### config.mk
export PLATFORM = sky130hd
export DESIGN_NAME = adder_nibble_seq
export DESIGN_NICKNAME = d
export VERILOG_FILES = /design/src/rtl/adder_nibble_seq.sv
export SDC_FILE = /design/constraint.sdc
export NUM_CORES = 1
export LEC_CHECK = 0
export BUFFER_PORTS_ARGS = -buffer_cell sky130_fd_sc_hd__buf_2
export CORE_ASPECT_RATIO = 1.4
export CORE_UTILIZATION = 50
export CTS_BUF_LIST = sky130_fd_sc_hd__clkbuf_8 sky130_fd_sc_hd__clkbuf_16
export CTS_CLUSTER_DIAMETER = 200
export DETAILED_ROUTE_END_ITERATION = 8
export HOLD_SLACK_MARGIN = 0.02
export PLACE_DENSITY = 0.74
export SKIP_LAST_GASP = 1
export SLEW_MARGIN = 20
export SYNTH_ARGS = -nofsm -noshare
export SYNTH_HDL_FRONTEND = slang
export SYNTH_HIERARCHICAL = 1
export SYNTH_SLANG_ARGS = --single-unit
### constraint.sdc
create_clock -name clk_i -period 3.7 [get_ports clk_i]
set_input_delay 0.37 -clock clk_i [delete_from_list [all_inputs] [get_ports clk_i]]
set_output_delay 0.37 -clock clk_i [all_outputs]
set_load 0.05 [all_outputs]
### src/rtl/adder_nibble_seq.sv
// Multi-cycle WIDTH-bit adder that reuses one 4-bit adder, least significant nibble first.
// Define ADDSEQ_SUB_EN to add the op_sub_i port and the two's-complement subtract mode.

module adder4bit_beh (
  input  logic [3:0] a_i,
  input  logic [3:0] b_i,
  input  logic       cin_i,
  output logic [3:0] sum_o,
  output logic       cout_o
);

  assign {cout_o, sum_o} = {1'b0, a_i} + {1'b0, b_i} + {4'b0000, cin_i};

endmodule

module adder_nibble_seq #(
  parameter int unsigned WIDTH = 16
) (
  input  logic             clk_i,
  input  logic             rst_ni,
  input  logic             start_i,
  input  logic [WIDTH-1:0] a_i,
  input  logic [WIDTH-1:0] b_i,
  input  logic             cin_i,
`ifdef ADDSEQ_SUB_EN
  input  logic             op_sub_i,
`endif
  output logic             busy_o,
  output logic             done_o,
  output logic [WIDTH-1:0] sum_o,
  output logic             cout_o
);

  localparam int unsigned NIB = WIDTH / 4;
  localparam int unsigned CW  = $clog2(NIB);

  localparam logic [1:0] StIdle = 2'd0;
  localparam logic [1:0] StRun  = 2'd1;
  localparam logic [1:0] StDone = 2'd2;

  logic [1:0]       state_q, state_d;
  logic [WIDTH-1:0] a_q, a_d;
  logic [WIDTH-1:0] b_q, b_d;
  logic [CW-1:0]    cnt_q, cnt_d;
  logic             carry_q, carry_d;
  logic [WIDTH-1:0] sum_q, sum_d;
  logic             cout_q, cout_d;
  logic             busy_q, busy_d;
  logic             done_q, done_d;
`ifdef ADDSEQ_SUB_EN
  logic             sub_q, sub_d;
`endif

  logic [CW+1:0]    shamt;
  logic [3:0]       nib_a;
  logic [3:0]       nib_b_raw;
  logic [3:0]       nib_b;
  logic [3:0]       nib_sum;
  logic             nib_cout;
  logic [WIDTH-1:0] nib_mask;
  logic [WIDTH-1:0] nib_ins;
  logic             is_last;

  assign shamt     = {cnt_q, 2'b00};
  assign nib_a     = 4'(a_q >> shamt);
  assign nib_b_raw = 4'(b_q >> shamt);
`ifdef ADDSEQ_SUB_EN
  assign nib_b     = sub_q ? ~nib_b_raw : nib_b_raw;
`else
  assign nib_b     = nib_b_raw;
`endif
  assign nib_mask  = WIDTH'(4'hF) << shamt;
  assign nib_ins   = WIDTH'(nib_sum) << shamt;
  assign is_last   = (cnt_q == CW'(NIB - 1));

  adder4bit_beh u_adder (
    .a_i    (nib_a),
    .b_i    (nib_b),
    .cin_i  (carry_q),
    .sum_o  (nib_sum),
    .cout_o (nib_cout)
  );

  always_comb begin
    state_d = state_q;
    a_d     = a_q;
    b_d     = b_q;
    cnt_d   = cnt_q;
    carry_d = carry_q;
    sum_d   = sum_q;
    cout_d  = cout_q;
    busy_d  = busy_q;
    done_d  = 1'b0;
`ifdef ADDSEQ_SUB_EN
    sub_d   = sub_q;
`endif
    case (state_q)
      StIdle, StDone: begin
        state_d = StIdle;
        busy_d  = 1'b0;
        if (start_i) begin
          // Nibble-0 carry-in is preloaded into the carry chain register.
          a_d     = a_i;
          b_d     = b_i;
          cnt_d   = '0;
          busy_d  = 1'b1;
          state_d = StRun;
`ifdef ADDSEQ_SUB_EN
          sub_d   = op_sub_i;
          carry_d = op_sub_i ? 1'b1 : cin_i;
`else
          carry_d = cin_i;
`endif
        end
      end
      StRun: begin
        sum_d   = (sum_q & ~nib_mask) | nib_ins;
        carry_d = nib_cout;
        cnt_d   = cnt_q + CW'(1);
        if (is_last) begin
          cnt_d   = '0;
          cout_d  = nib_cout;
          busy_d  = 1'b0;
          done_d  = 1'b1;
          state_d = StDone;
        end
      end
      default: begin
        state_d = StIdle;
        busy_d  = 1'b0;
      end
    endcase
  end

  always_ff @(posedge clk_i) begin
    if (!rst_ni) begin
      state_q <= StIdle;
      a_q     <= '0;
      b_q     <= '0;
      cnt_q   <= '0;
      carry_q <= 1'b0;
      sum_q   <= '0;
      cout_q  <= 1'b0;
      busy_q  <= 1'b0;
      done_q  <= 1'b0;
`ifdef ADDSEQ_SUB_EN
      sub_q   <= 1'b0;
`endif
    end else begin
      state_q <= state_d;
      a_q     <= a_d;
      b_q     <= b_d;
      cnt_q   <= cnt_d;
      carry_q <= carry_d;
      sum_q   <= sum_d;
      cout_q  <= cout_d;
      busy_q  <= busy_d;
      done_q  <= done_d;
`ifdef ADDSEQ_SUB_EN
      sub_q   <= sub_d;
`endif
    end
  end

  assign busy_o = busy_q;
  assign done_o = done_q;
  assign sum_o  = sum_q;
  assign cout_o = cout_q;

endmodule

Word level (Yosys, flattened, before mapping)
Index checks and enable logic that the tools add are counted.
{ "totals": {"register_bits": 56, "input_bits": 36, "out_inout_bits": 19, "elab_cells": 43} }
{ "op_classes": {"n_addsub": 3, "n_eq_ne": 5, "shifts": 4, "mux": 12, "n_bitwise": 3, "reduce_logical": 7} }
{ "ops": {"columns": ["op", "n"], "rows": [
  ["right shift 16 x 4 -> 4 bit", 2],
  ["AND 16 bit", 1],
  ["inverter 16 bit", 1],
  ["OR 16 bit", 1],
  ["left shift 4 x 4 -> 16 bit", 1],
  ["left shift 4 x 4 -> 16 bit (first input constant)", 1],
  ["case mux 2 bit (2 select lines)", 2],
  ["AND reduction 2 bit", 4],
  ["2-to-1 mux 2 bit", 3],
  ["adder 4 x 4 -> 5 bit", 1],
  ["adder 5 x 1 -> 5 bit", 1],
  ["2-to-1 mux 1 bit", 5],
  ["equality test 2 bit (second input constant)", 2],
  ["inequality test 2 bit (second input constant)", 2],
  ["case mux 1 bit (2 select lines)", 2],
  ["adder 2 x 1 -> 2 bit (second input constant)", 1],
  ["equality test 2 x 1 -> 1 bit (second input constant)", 1],
  ["zero test 2 bit", 1],
  ["nonzero test 2 bit", 1],
  ["OR reduction 2 bit", 1]
]} }

Logic depth before layout (Yosys ltp)
{ "logic_depth": {"depth_word": 5, "mapped_depth": 10, "depth_no_buf": 9} }

Cells and area by module
The synthesis kept the hierarchy.
{ "modules_own_cells": {"columns": ["mod", "n_inst", "cells_each", "area_per_inst_um2", "seq_area_each_um2"], "rows": [
  ["adder_nibble_seq", 1, 250, 2414.8, 1121.1],
  ["adder4bit_beh", 1, 16, 143.9, 0.0]
]} }

Worst setup path before layout
Ideal clock, no wire load.
{ "synth_timing": {"path_kind": "reg-to-reg", "start": "register cnt_q[0]", "end": "register carry_q", "setup_ns": 0.119, "arrival_ns": 2.266, "required_ns": 3.581, "slack_ns": 1.315, "stages_incl_launch_ff": 11, "path_buffers": 1, "period_less_slack_ns": 2.385, "path_cell_list": "dfxtp_1 > buf_6 > mux4_2 > fa_1 > inv_1 > fa_1 > nor2b_1 > o21ai_0 > nand2b_1 > o221ai_1 > nor2_1"} }
{ "synth_between": {"elab_chain_cells": 4, "elab_cells_between_ends": 5, "cone_classes": "2 x add/sub; 2 x shift; 1 x mux"} }
{ "synth_rtl": {"columns": ["element", "line", "rtl"], "rows": [
  ["from (decl)", "44", "logic [CW-1:0] cnt_q, cnt_d;"],
  ["from (signal assigned)", "153", "cnt_q <= cnt_d;"],
  ["right shift 16 x 4 -> 4 bit", "65", "assign nib_a = 4'(a_q >> shamt);"],
  ["named net nib_a[0]", "55", "logic [3:0] nib_a;"],
  ["adder 4 x 4 -> 5 bit", "12", "assign {cout_o, sum_o} = {1'b0, a_i} + {1'b0, b_i} + {4'b0000, cin_i};"],
  ["adder 5 x 1 -> 5 bit", "12", null],
  ["named net nib_cout", "59", "logic nib_cout;"],
  ["case mux 1 bit (2 select lines)", "97", "case (state_q)"],
  ["to (signal assigned)", "154", "carry_q <= carry_d;"],
  ["to (decl)", "45", "logic carry_q, carry_d;"]
]} }
The timed path passes the listed nets, and every way through them passes these cells.
A chain may end at the register's enable or synchronous reset.

Worst setup path in the final report
{ "layout_timing": {"start": "register cnt_q[1]", "end": "register sum_q[9] (netlist: sum_o[9])"} }
{ "layout_between": {"elab_chain_cells": 5, "elab_cells_between_ends": 9, "cone_classes": "2 x add/sub; 4 x shift; 3 x bitwise"} }
{ "layout_rtl": {"columns": ["element", "line", "rtl"], "rows": [
  ["right shift 16 x 4 -> 4 bit", "65", null],
  ["named net nib_a[0]", "55", null],
  ["adder 4 x 4 -> 5 bit", "12", null],
  ["adder 5 x 1 -> 5 bit", "12", null],
  ["named net nib_sum[1]", "58", "logic [3:0] nib_sum;"],
  ["left shift 4 x 4 -> 16 bit", "73", "assign nib_ins = WIDTH'(nib_sum) << shamt;"],
  ["OR 16 bit", "117", "sum_d = (sum_q & ~nib_mask) | nib_ins;"],
  ["to (signal assigned)", "155", "sum_q <= sum_d;"],
  ["to (decl)", "46", "logic [WIDTH-1:0] sum_q, sum_d;"]
]} }
The timed path passes the listed nets, and every way through them passes these cells.

==> impl_metrics.yaml <==
run_status:
  outcome: "finished, final reports clean"
critical_path:
  worst_r2r_endpoint: "sum_o[9]$_SDFFE_PN0P_"
  timing.rr.start: "cnt_q[1]$_SDFFE_PN0P_"
  crit_type: "flip-flop to flip-flop"
  r2r.worst_path.cells: 7
  rrSetupSlack_ns: 1.16
  cp.required_ns: 3.94
  worstSetupEndpoint: "sum_o[9]$_SDFFE_PN0P_"
  worstPathArrival_ns: 2.78
  cp-startpoint: "cnt_q[1]$_SDFFE_PN0P_"
  crit_fanout: 14
  worstSetupEndpointType: "flip-flop"
  cp-start-kind: "flip-flop"
timing:
  rsz0062_at_grt: "no"
  hold_viol: 0
  worst_slew_pin_slew_ns: 0.943
  setup_violations: 0
  fin_crit_sh_pct: 68.7
  holdWs_ns: 0.290
  tns_ns: 0
  post-route-min-period_ns: 2.54
  clock_skew_ns: 0.00459
  fmaxAchievable_mhz: 393
  slew_viol_final: 0
  relSlewSlack_pct: 37.2
drt:
  drc: 0
  routed_via_density: 5.04
  wire_per_inst_um: 12.7
  routed_wl_mm: 4.77
  vias: 1896
  ant_nets: 0
  drtIter0Drc: 146
  dr.pass1.iters: 4
clocking:
  cts.clk_slew.worst_paths_ns: 0.09
  holdBufCountCts: 0
  cts_tree: "built"
  cts.sinks: 56
  cts_made_buffers: 5
  cts_buffer_depth: 2
  cts.repair.resized: 0
  cts_setup_buffers: 0
  clock-root-buffer: "clkbuf_8"
  htree_num_levels: 2
  clk_latency_ns: 0.30
floorplanning:
  chipHeight_um: 86.6
  initial_core_util_pct: 52.4
  die_area_um2: 5410
  ios: 55
  placeableCoreArea_um2: 4880
  die_x_um: 62.5
  placementRows: 30
yosys:
  synth_edf_count: 0
  synth_seq_cells: 56
  yosys_warnings: 6
  synth_flop_cell: "dfxtp_1"
  syn_area_um2: 2560
  avgSynthCellArea_um2: 9.62
  synth_fp_nets: 311
  seq_area_frac_synth_pct: 43.8
  synthArstFlopShare_pct: 0
  netlist_instances: 266
  yosysUniqueCellTypes: 38
cells_and_area:
  syn_to_final_growth_pct: 13.9
  fin_cells: 376
  layout.nets: 356
  design_area_um2: 2920
  postLayoutCoreUtil_pct: 59.7
  layout-drive-gt1-share_pct: 26.9
  insertedDiodeCount: 0
grt:
  grt-ovfl-total: 0
  grt_pass1_wl_mm: 8.07
  grt_antenna_before_repair: 0
  grt_pass1_vias: 1718
  grt_max_degree: 61
  grt_util_all_layers_pct: 19.2
placement:
  io_buffer_count: 54
  routabilityCongestion: 0.771
  hpwl_mm: 3.50
  place_inst: 368
  place_area_um2: 2790
power:
  p_leak_nw: 1.22
  ir_worst_vdd_mv: 0.213
  p_per_area_nw_per_um2: 426
worst_hold_path:
  min_from: "a_i[0]"
  hp-class: "primary input to flip-flop"
flow_run:
  cap_viol_max_count: 0
[critical path, cell delays in order (launching register included)]
cell,delay [ns]
dfxtp_1,0.73
mux4_2,0.43
fa_1,0.46
inv_1,0.09
fa_1,0.41
inv_1,0.06
nand2_1,0.09
o22ai_1,0.20
[flip-flops by register name, indices dropped and copies added, names as in the netlist, 2 cells and up]
register / count
state_q: 2
sum_o: 16
cnt_q: 2
b_q: 16
a_q: 16
[metrics by stage]
| stage | setup WS [ns] | total power, mW |
|---|---|---|
| after CTS | 1.15 | 1.25 |
| after detailed placement | 1.18 | 0.846 |
| after global placement | 1.23 | 0.842 |
| after floorplan | 1.32 | 0.806 |
| final | 1.16 | 1.24 |
| after global routing | 1.00 | 1.30 |
[cells in the mapped netlist, drive strengths merged, types with 5 or more instances]
| cell type | instances | share of area (%) |
|---|---|---|
| ha | 7 | 3.4 |
| o22ai | 16 | 4.2 |
| buf | 14 | 4.7 |
| inv | 6 | 0.88 |
| clkbuf | 5 | 0.78 |
| and2 | 5 | 1.4 |
| nor2b | 5 | 1.5 |
| nand3 | 5 | 2.9 |
| dfxtp | 56 | 44 |
| a21boi | 33 | 9.7 |
| mux4 | 8 | 7.3 |
| nand2 | 85 | 12 |
[worst min path at each step]
| stage | slack [ns] | cells after the start | endpoint |
|---|---|---|---|
| 2_1_floorplan | 0.43 | 2 | a_q[6]$_SDFFE_PN0P_ |
| 3_3_place_gp | 0.44 | 2 | sum_o[2]$_SDFFE_PN0P_ |
| 3_5_place_dp | 0.44 | 2 | a_q[6]$_SDFFE_PN0P_ |
| 4_1_cts | 0.28 | 3 | a_q[0]$_SDFFE_PN0P_ |
| 5_1_grt | 0.29 | 3 | a_q[0]$_SDFFE_PN0P_ |
| 6_report | 0.29 | 3 | a_q[0]$_SDFFE_PN0P_ |
[final cells by class]
type	count	area [um^2]
multi-input cells	185	1280
flip-flops and latches	56	1120
clock inverters	2	38.8
inverters	6	22.5
well taps	64	80.1
fillers	461	1960
clock buffers	6	82.6
repair buffers	57	293
[report_power, final]
| part | leakage, nW | total (mW) | internal [mW] | switching, mW |
|---|---|---|---|---|
| Combinational | 0.696 | 0.178 | 0.0748 | 0.103 |
| Clock | 0.0614 | 0.412 | 0.221 | 0.190 |
| Sequential | 0.457 | 0.652 | 0.632 | 0.0202 |
| Total | 1.22 | 1.24 | 0.928 | 0.314 |
[logic make-up after synthesis]
kind of cell	Yosys count	synth area share (%)
adder cells (fa/ha/maj)	9	4.99
XOR/XNOR	2	0.685
buffers and inverters	25	6.36
flip-flops	56	43.8
AO/OA/AOI/OAI	56	15.8
multiplexers	9	7.73
AND/OR/NAND/NOR	109	20.6
[cells in the final DEF (no fill, tap or decap), drive strengths merged]
cell type  synthesis  routed
a21oi              2       2
and2               5       5
xnor2              2       2
and3b              1       1
nor3b              1       1
nor2               1       1
o22ai             16      16
a21o               1       1
nand3              5       5
clkinv             0       1
o221ai             1       1
nand2b             3       3
o21ai              1       1
nand2             85      85
mux4               8       8
nor3               3       3
clkbuf             5       6
o21a               2       2
fa                 2       2
ha                 7       7
bufinv             0       1
a21boi            33      33
buf               14      57
dfxtp             56      56
mux2i              1       1
inv                6       6
nor2b              5       5
[metal layers]
metal  GRT usage, %  part of all wire [%]
met5              0                     0
met1           22.9                    46
met3           4.34                   3.8
met4           6.98                   1.5
met2           33.8                    49
(Power assumes the default switching activity.)
